[src/rtl/alu_div_unit.sv]
// Iterative RV32M divide/remainder unit: restoring radix-2, one quotient bit per cycle.
// Divide-by-zero and signed overflow are resolved when the operation is accepted.
module alu_div_unit #(
  parameter int WIDTH = 32,
  parameter int CNT_W = 5
) (
  input  logic             clk,
  input  logic             rst_n,
  input  logic             div_start,
  input  logic [1:0]       div_op,
  input  logic [WIDTH-1:0] div_s1,
  input  logic [WIDTH-1:0] div_s2,
  input  logic             div_flush,
  output logic             div_busy,
  output logic             div_stall,
  output logic             div_done,
  output logic [WIDTH-1:0] div_result
);

  typedef enum logic [1:0] {S_IDLE, S_CALC, S_FIX, S_DONE} state_t;

  localparam logic [WIDTH-1:0] MIN_VAL = {1'b1, {(WIDTH-1){1'b0}}};

  state_t           state;
  logic [CNT_W-1:0] cnt;
  logic [WIDTH:0]   rem;
  logic [WIDTH-1:0] quo;
  logic [WIDTH-1:0] dvsr;
  logic             neg_q, neg_r, is_rem;

  logic             sgn, a_neg, b_neg, div0, ovf, accept;
  logic [WIDTH-1:0] a_mag, b_mag, special_res, q_fix, r_fix;
  logic [WIDTH+1:0] shifted, diff;

  assign sgn    = ~div_op[0];
  assign a_neg  = sgn & div_s1[WIDTH-1];
  assign b_neg  = sgn & div_s2[WIDTH-1];
  assign a_mag  = a_neg ? -div_s1 : div_s1;
  assign b_mag  = b_neg ? -div_s2 : div_s2;
  assign div0   = (div_s2 == '0);
  assign ovf    = sgn & (div_s1 == MIN_VAL) & (div_s2 == '1);
  assign accept = (state == S_IDLE) & div_start & ~div_flush;

  always_comb begin
    special_res = '0;
    if (div0) special_res = div_op[1] ? div_s1 : '1;
    else      special_res = div_op[1] ? '0 : MIN_VAL;
  end

  // Trial subtraction on the shifted partial remainder; top bit set means it went negative.
  assign shifted = {rem, quo[WIDTH-1]};
  assign diff    = shifted - {2'b00, dvsr};

  assign q_fix = neg_q ? -quo : quo;
  assign r_fix = neg_r ? -rem[WIDTH-1:0] : rem[WIDTH-1:0];

  assign div_busy  = (state != S_IDLE);
  assign div_stall = accept | (state == S_CALC) | (state == S_FIX);

  always_ff @(posedge clk or negedge rst_n) begin
    if (!rst_n) begin
      state      <= S_IDLE;
      cnt        <= '0;
      rem        <= '0;
      quo        <= '0;
      dvsr       <= '0;
      neg_q      <= 1'b0;
      neg_r      <= 1'b0;
      is_rem     <= 1'b0;
      div_done   <= 1'b0;
      div_result <= '0;
    end else begin
      div_done <= 1'b0;
      case (state)
        S_IDLE: begin
          if (accept) begin
            is_rem <= div_op[1];
            neg_q  <= a_neg ^ b_neg;
            neg_r  <= a_neg;
            rem    <= '0;
            quo    <= a_mag;
            dvsr   <= b_mag;
            cnt    <= '0;
            if (div0 | ovf) begin
              div_result <= special_res;
              div_done   <= 1'b1;
              state      <= S_DONE;
            end else begin
              state <= S_CALC;
            end
          end
        end
        S_CALC: begin
          if (div_flush) begin
            state <= S_IDLE;
            cnt   <= '0;
          end else begin
            if (!diff[WIDTH+1]) begin
              rem <= diff[WIDTH:0];
              quo <= {quo[WIDTH-2:0], 1'b1};
            end else begin
              rem <= shifted[WIDTH:0];
              quo <= {quo[WIDTH-2:0], 1'b0};
            end
            if (cnt == CNT_W'(WIDTH-1)) begin
              cnt   <= '0;
              state <= S_FIX;
            end else begin
              cnt <= cnt + 1'b1;
            end
          end
        end
        S_FIX: begin
          if (div_flush) begin
            state <= S_IDLE;
          end else begin
            div_result <= is_rem ? r_fix : q_fix;
            div_done   <= 1'b1;
            state      <= S_DONE;
          end
        end
        default: state <= S_IDLE;
      endcase
    end
  end

endmodule

[config.mk]
export PLATFORM = sky130hd
export DESIGN_NAME = alu_div_unit
export DESIGN_NICKNAME = d
export VERILOG_FILES = /design/src/rtl/alu_div_unit.sv
export SDC_FILE = /design/constraint.sdc
export NUM_CORES = 1
export LEC_CHECK = 0
export ABC_CLOCK_PERIOD_IN_PS = 9300
export CAP_MARGIN = 20
export CELL_PAD_IN_SITES_DETAIL_PLACEMENT = 0
export CELL_PAD_IN_SITES_GLOBAL_PLACEMENT = 1
export CORE_ASPECT_RATIO = 1.25
export CORE_MARGIN = 2
export CORE_UTILIZATION = 47
export DETAILED_ROUTE_END_ITERATION = 10
export PLACE_DENSITY = 0.82
export SETUP_SLACK_MARGIN = 0.3
export SYNTH_ARGS = -nofsm -noshare
export SYNTH_HDL_FRONTEND = slang
export SYNTH_SLANG_ARGS = --single-unit
[constraint.sdc]
create_clock -name clk -period 9.3 [get_ports clk]
set_input_delay 1.395 -clock clk [delete_from_list [all_inputs] [get_ports clk]]
set_output_delay 1.395 -clock clk [all_outputs]
set_load 0.02 [all_outputs]
* Word-level counts from Yosys, hierarchy flattened
Index checks and enable logic that the tools add are counted.
Cells by class: mux-type cells 34, bitwise operators 12, $add $sub $neg 6, reductions and logical operators 10, equality and inequality tests 10
Operators with widths (number):
- $mux 32 | 13
- $neg 32->32 | 4
- $pmux 32 s2 | 2
- $mux 33 | 3
- $pmux 33 s2 | 1
- $eq 32x32->1 const B | 2
- $sub 34x32->34 | 1
- $logic_not 32->1 | 1
- $mux 5 | 3
- $mux 2 | 5
- $pmux 5 s2 | 1
- $and 1x1->1 | 6
- $ne 2x2->1 const B | 3
- $pmux 2 s3 | 1
- $reduce_and 2->1 | 3
- $reduce_bool 2->1 | 3
- $add 5x1->5 const B | 1
- $eq 5x5->1 const B | 1
- $mux 1 | 4
- $reduce_and 4->1 | 1
- $ne 3x2->1 const B | 1
- $or 1x1->1 | 3
- $reduce_and 3->1 | 1
- $eq 2x1->1 const B | 1
- 6 further kinds | 7
Word-level totals: logic and storage cells 82, input port bits 70, register bits after elaboration 140, output and inout port bits 35

* Depth between registers and ports, before layout
Gate-level depths: netlist of the first run.
word-level depth 7, mapped depth 14, gate-level depth less buffers 13

* Worst setup path before layout of the first run
OpenSTA, ideal clock, no wires.
path kind input to output, start input port div_flush, end output port div_stall, data arrival time 2.610 ns, setup slack 5.295 ns, stages 6, cells stage by stage clkbuf_8 -> nor2_1 -> nand3b_1 -> clkbuf_1 -> clkbuf_1 -> nand3_1
Between the ends: longest elaborated chain between the ends 4
RTL lines:
- start: declaration | RTL line 13 | input logic div_flush,
- $not 1->1 | RTL line 42 | assign accept = (state == S_IDLE) & div_start & ~div_flush;
- $and 1x1->1 | RTL line 42
- $or 1x1->1 (2 in a row) | RTL line 58 | assign div_stall = accept | (state == S_CALC) | (state == S_FIX);
- end: declaration | RTL line 15 | output logic div_stall,
Every way passes these cells.

* Final worst setup path of the first run
Ends and elaborated chain as after synthesis.

==> results of run 1 <==
-- per-stage QoR --
stage	hold slack [ps]	cells	power (W)
2_1_floorplan	450	1405	0.00249
6_report	476	1758	0.00363
3_3_place_gp	462	1726	0.00298
3_5_place_dp	470	1726	0.00300
5_1_grt	509	1758	0.00393
4_1_cts	483	1757	0.00363
-- worst register-to-register path, delay by kind of cell (launching register included) --
kind,cells,cell delay (ps)
AO/OA/AOI/OAI,7,2040
flip-flops,1,490
adder cells (fa/ha/maj),1,440
buffers and inverters,1,330
AND/OR/NAND/NOR,2,270
-- worst paths after layout --
kind,from,end,depth (start not counted)
worst max-delay path,div_flush,div_stall,5
worst min-delay path,dvsr[5]$_DFFE_PN0P_,dvsr[5]$_DFFE_PN0P_,2
worst max register to register,rem[6]$_DFFE_PN0P_,rem[4]$_DFFE_PN0P_,11
worst min register to register,dvsr[5]$_DFFE_PN0P_,dvsr[5]$_DFFE_PN0P_,2
max in group asynchronous,rst_n,dvsr[25]$_DFFE_PN0P_,2
min in group asynchronous,rst_n,quo[9]$_DFFE_PN0P_,1
-- power by group --
group	internal, W	leakage [nW]	switching, W
combinational	0.000877	3.15	0.00117
sequential	0.000738	1.83	0.000220
clock	0.000364	0.268	0.000263
total	0.00198	5.25	0.00166
-- cell usage in the layout (no fill, tap or decap), types with 7 or more instances in the layout --
| cell type | synthesis | layout |
|---|---|---|
| o21ai_1 | 9 | 9 |
| nand3_1 | 23 | 23 |
| o31ai_1 | 31 | 31 |
| ha_1 | 39 | 39 |
| a21oi_1 | 89 | 89 |
| nand2b_1 | 11 | 11 |
| clkbuf_16 | 0 | 17 |
| mux2i_1 | 27 | 27 |
| a21o_1 | 18 | 18 |
| a211oi_1 | 10 | 9 |
| o41ai_1 | 10 | 10 |
| buf_4 | 5 | 13 |
| clkinv_2 | 0 | 7 |
| nand4_1 | 14 | 14 |
| nand2_1 | 172 | 172 |
| inv_1 | 53 | 53 |
| xnor2_1 | 69 | 69 |
| nor2_1 | 127 | 125 |
| nor4_1 | 8 | 8 |
| xor2_1 | 72 | 72 |
| o211ai_1 | 21 | 21 |
| and3_1 | 10 | 10 |
| a32oi_1 | 7 | 7 |
| a31oi_1 | 29 | 29 |
| o21ai_0 | 172 | 172 |
| or3_1 | 17 | 17 |
| a211o_1 | 17 | 17 |
| dfrtp_1 | 140 | 140 |
| clkdlybuf4s50_1 | 0 | 103 |
| nor3_1 | 22 | 22 |
| or4_1 | 12 | 12 |
-- final cells by class --
class | count | share of cell area, %
multi-input cells | 1127 | 55.2
flip-flops and latches | 140 | 27.3
repair buffers | 117 | 8.89
clock buffers | 23 | 3.81
well taps | 288 | 2.81
inverters | 55 | 1.61
clock inverters | 8 | 0.332
-- cells by family after synthesis --
group,Yosys count,synth area share [%]
fa+ha+maj,40,4.57
flops,140,31.5
buf+inv,138,5.17
simple gates,459,19.8
mux,28,2.53
compound gates,459,25.4
xor+xnor,141,11.1
-- flip-flops by register name, indices dropped and copies added (netlist names), 2 cells and up --
signal      flops
quo            32
dvsr           32
cnt             5
rem            33
div_result     32
state           2
-- routing by layer --
layer | vias to the layer above | track usage, % | part of all wire [%] | routed length, um
li1 | 5142 | - | - | -
met3 | 63 | 4.29 | 4.7 | 1580
met5 | - | 0 | 0 | 0
met2 | 307 | 47.4 | 49 | 16500
met1 | 4948 | 33.4 | 43 | 14400
met4 | 0 | 12.9 | 4.0 | 1360
==> impl_metrics.yaml, run 1 <==
clock_tree:
  holdBufCountCts: 0
  cts-root-buf: "clkbuf_16"
  clock-sinks: 140
  cts_setup_buffers: 0
  post_cts_resize_count: 0
  cts_tree: "yes"
  cts_made_buffers: 17
  clock_latency_ps: 430
  path_clk_slew_ps: 60
  htreeDepth: 4
  clockBufferDepth: 2
place:
  pre_cts_slack_ps: 4100
  place_area_sq_um: 12300
  gp_congestion: 0.889
  place_hpwl_um: 25400
  io_buffer_count: 104
global_routing:
  gr-total-overflow: 0
  grt_pass1_wl_um: 53500
  grt_use_total_pct: 27.4
  first_global_vias: 10000
  grt_max_degree: 75
  grt_antenna_before_repair: 0
logic_synthesis:
  seq_area_frac_synth_pct: 31.5
  synth_largest_area_cell: "dfrtp_1"
  synth.cell_area_sq_um: 11100
  synth_top_area_share_pct: 31.5
  ys_seq_elements: 140
  yosys-top-cells-count: "nand2_1 (172), o21ai_0 (172), dfrtp_1 (140)"
  synth.area.top_cells: "dfrtp_1 (31%), o21ai_0 (7.7%), nand2_1 (5.8%)"
  yosysUniqueCellTypes: 72
  syn_nets: 1515
  yosys_warnings: 0
  synth-edff-count: 0
  post_synth.cell_area_avg_sq_um: 7.92
  syn_inst: 1405
  synth_flop_cell: "dfrtp_1"
  synthArstFlopShare_pct: 100
critical_path:
  worstSetupPathType: "input port to output port"
  crit_path_end_kind: "output port"
  cp_max_fo: 11
  crit_path_frequent_cell: "clkdlybuf4s50_1"
  cp_num_buf_inv: 2
  cp_cell_sequence: "clkdlybuf4s50_1, nor2_1, nand3b_1, nand3_1, clkdlybuf4s50_1"
  r2r_setup_slack_ps: 5580
  cp.required_ps: 7910
  path_delay_family: "buffers and inverters"
  critPathMaxStageDelay_ps: 630
  startpoint_type: "input port"
  critPathSlowestCell: "clkdlybuf4s50_1"
  crit_arrival_ps: 3470
sta:
  slew_viol_final: 0
  clock.fmax_mhz: 205
  setup_viol: 0
  period_minus_slack_ps: 4870
  grt_setup_unrepaired: "no"
  worst_slew_margin_rel_pct: 31.0
  fin_ws_ps: 4430
  fin_tns_setup_ps: 0
  worst_pin_slew_ps: 1010
  period_share_pct: 52.3
  hold_viol_final: 0
  final.setup_skew_ps: 10.1
die:
  die_h_um: 176
  die_area_sq_um: 24900
  coreArea_sq_um: 23100
  start_util_pct: 48.1
  fp.dieW_um: 142
  rows: 62
  ioPinCount: 105
run_status:
  outcome: "finished, final reports clean"
detailed_routing:
  drc: 0
  vias_per_cell: 5.95
  dr.pass1.iters: 6
  routedWlPerCell_um: 19.3
  drtAntennaViolNets: 0
  wirelength_um: 33800
  drtIter0Drc: 748
  vias: 10500
cells_and_area:
  multi_input_area_sq_um: 7080
  regArea_sq_um: 3500
  filler_cell_count: 2261
  post-route-util_pct: 55.4
  design_area_sq_um: 12800
  nets: 1568
  num_antenna_cells: 0
  drive_above_1_share_pct: 4.97
  syn_to_final_growth_pct: 15.2
hold_path:
  worst_hold_path_type: "register to register"
pwr:
  p_leak_nw: 5.25
  power.density_nw_per_um2: 284
  vdd_drop_max_uv: 150
run:
  drv_cap: 0
(Power assumes the default switching activity.)
==> run 2, diff against run 1 <==
- ABC_CLOCK_PERIOD_IN_PS: 9300 -> 4100
- CORE_UTILIZATION: 47 -> 40
- PLACE_DENSITY: 0.82 -> 0.74
- clock period: 9.3 -> 4.1 ns (I/O delays scaled with it)
==> run 2 against run 1 <==
Against the previous run:
- clock-buffer cell count down 1
- setup slack worse by 3800 ps
- final cell count grew 4.9%
- via count about the same
- critical path depth is 5 higher
- routed wire length grew 5.3%
- clock skew fell by 1.8 ps
- die area increased by 17%
- core utilization is 7.4 points lower
- highest routed layer is now met5
- hold slack worse by 190 ps
==> impl_metrics.yaml, run 2 (synthesis gave the netlist of run 1 again) <==
detailed_routing:
  drtIter0Drc: 593
  wirelength_um: 35600
  wl_met1_um: 15000
  vias_per_cell: 5.67
  drtAntennaViolNets: 0
  routedWlPerCell_um: 19.3
  vias: 10500
  top_layer: "met5"
  wl_met3_um: 1410
  met2_length_um: 18000
  drc: 0
  dr.pass1.iters: 5
global_routing:
  gr-total-overflow: 0
  first_global_vias: 10200
  grt_pass1_wl_um: 56700
  grt_use_total_pct: 24.6
  grt_antenna_before_repair: 1
  grt_max_degree: 97
clock_tree:
  cts_made_buffers: 17
  cts-root-buf: "clkbuf_16"
  clock-sinks: 140
  clockBufferDepth: 2
  path_clk_slew_ps: 60
  htreeDepth: 4
  clock_latency_ps: 440
  holdBufCountCts: 0
  cts_tree: "yes"
pwr:
  vdd_drop_max_uv: 354
  power.density_nw_per_um2: 643
  p_leak_nw: 5.41
cells_and_area:
  num_antenna_cells: 0
  largest_register_ffs: 33
  regMostFlops: "rem"
  mostFrequentLayoutCells: "nand2_1 (172), o21ai_0 (172), dfrtp_1 (139)"
  drive_above_1_share_pct: 6.49
  filler_cell_count: 2742
  nets: 1593
  syn_to_final_growth_pct: 18.6
  design_area_sq_um: 13200
sta:
  setup_viol: 0
  hold_viol_final: 0
  grt_setup_unrepaired: "no"
  final.setup_skew_ps: 8.30
  slew_viol_final: 0
  worst_slew_margin_rel_pct: 28.3
  period_share_pct: 84.2
  period_minus_slack_ps: 3450
  worst_pin_slew_ps: 1080
  clock.fmax_mhz: 290
  fin_tns_setup_ps: 0
hold_path:
  worst_hold_path_type: "input port to async pin"
place:
  place_hpwl_um: 27300
  io_buffer_count: 104
  gp_congestion: 0.885
  place_area_sq_um: 12600
critical_path:
  startpoint_type: "register"
  rr_worst_depth: 10
  worstSetupPathType: "register to register"
  r2r-end: "rem[27]$_DFFE_PN0P_"
  crit_arrival_ps: 3770
  cp_max_fo: 7
  crit_path_end_kind: "register"
  r2r_setup_slack_ps: 650
  r2r-start: "rem[17]$_DFFE_PN0P_"
  cp.required_ps: 4420
die:
  ioPinCount: 105
  start_util_pct: 40.5
  die_h_um: 190
  coreArea_sq_um: 27500
  rows: 68
  fp.dieW_um: 153
  die_area_sq_um: 29200
run_status:
  outcome: "finished, final reports clean"
run:
  drv_cap: 0
run 2: changes by cell type in the layout (fill, tap and decap cells not counted):
cell,delta
bufinv_16,+3
buf_12,+5
a2111oi_0,-1
buf_4,+20
clkinv_2,-3
dfrtp_1,-1
dfrtp_2,+1
clkbuf_1,+1
a2111oi_1,+1
clkbuf_8,-2
run 2: stage by stage:
stage          util (%)  std cells  worst slack, ps  hold WS [ps]  power, W
2_1_floorplan         -       1405             1120           319   0.00565
3_3_place_gp       45.9       1814              345           462   0.00686
3_5_place_dp       45.9       1814              262           471   0.00691
4_1_cts            48.0       1844              500           356   0.00850
5_1_grt            48.0       1844              394           372   0.00920
6_report           48.0       1844              648           284   0.00849
run 2: timing repair:
action | in CTS | in global routing
gates resized for setup | 0 | 1
setup buffers | 0 | 0
endpoints found under the setup margin | 0 | 18
run 2: critical path, stage by stage, from the launching register on:
cell	delay, ps
dfrtp_1	450
ha_1	430
and2_1	200
nand3_1	120
nor3_1	310
nand3_1	120
a21o_1	230
a2111oi_1	780
a211o_1	320
nor4_1	90
a211o_1	280
run 2: power by group:
group	total (W)	internal (W)	leakage, nW	switching (W)
clock network	0.00159	0.000977	0.286	0.000615
registers	0.00220	0.00167	1.83	0.000523
logic	0.00470	0.00204	3.29	0.00267
run 2: layout make-up:
class	count	area, sq um	share of cell area [%]
clock inverters	8	118	0.891
inverters	55	206	1.56
clock buffers	22	464	3.52
multi-input cells	1127	7080	53.6
well taps	350	438	3.32
repair buffers	142	1390	10.5
flip-flops and latches	140	3500	26.6
run 2: worst max-delay path by stage:
stage / start / end / slack (ps) / cells after the start
after floorplan: div_s1[17] / div_result[13]$_DFFE_PN0P_ / 1120 / 10
after global placement: div_s1[16] / div_result[9]$_DFFE_PN0P_ / 350 / 12
after detailed placement: div_s1[16] / div_result[25]$_DFFE_PN0P_ / 260 / 12
after CTS: rem[16]$_DFFE_PN0P_ / rem[27]$_DFFE_PN0P_ / 500 / 10
after global routing: rem[17]$_DFFE_PN0P_ / rem[27]$_DFFE_PN0P_ / 390 / 10
final: rem[17]$_DFFE_PN0P_ / rem[27]$_DFFE_PN0P_ / 650 / 10
run 2: per-layer routing:
metal / vias to the layer above / global-route usage [%]
met5: - / 0
met4: 2 / 10.4
met3: 60 / 3.27
met2: 268 / 43.9
met1: 4933 / 29.8
li1: 5187 / -
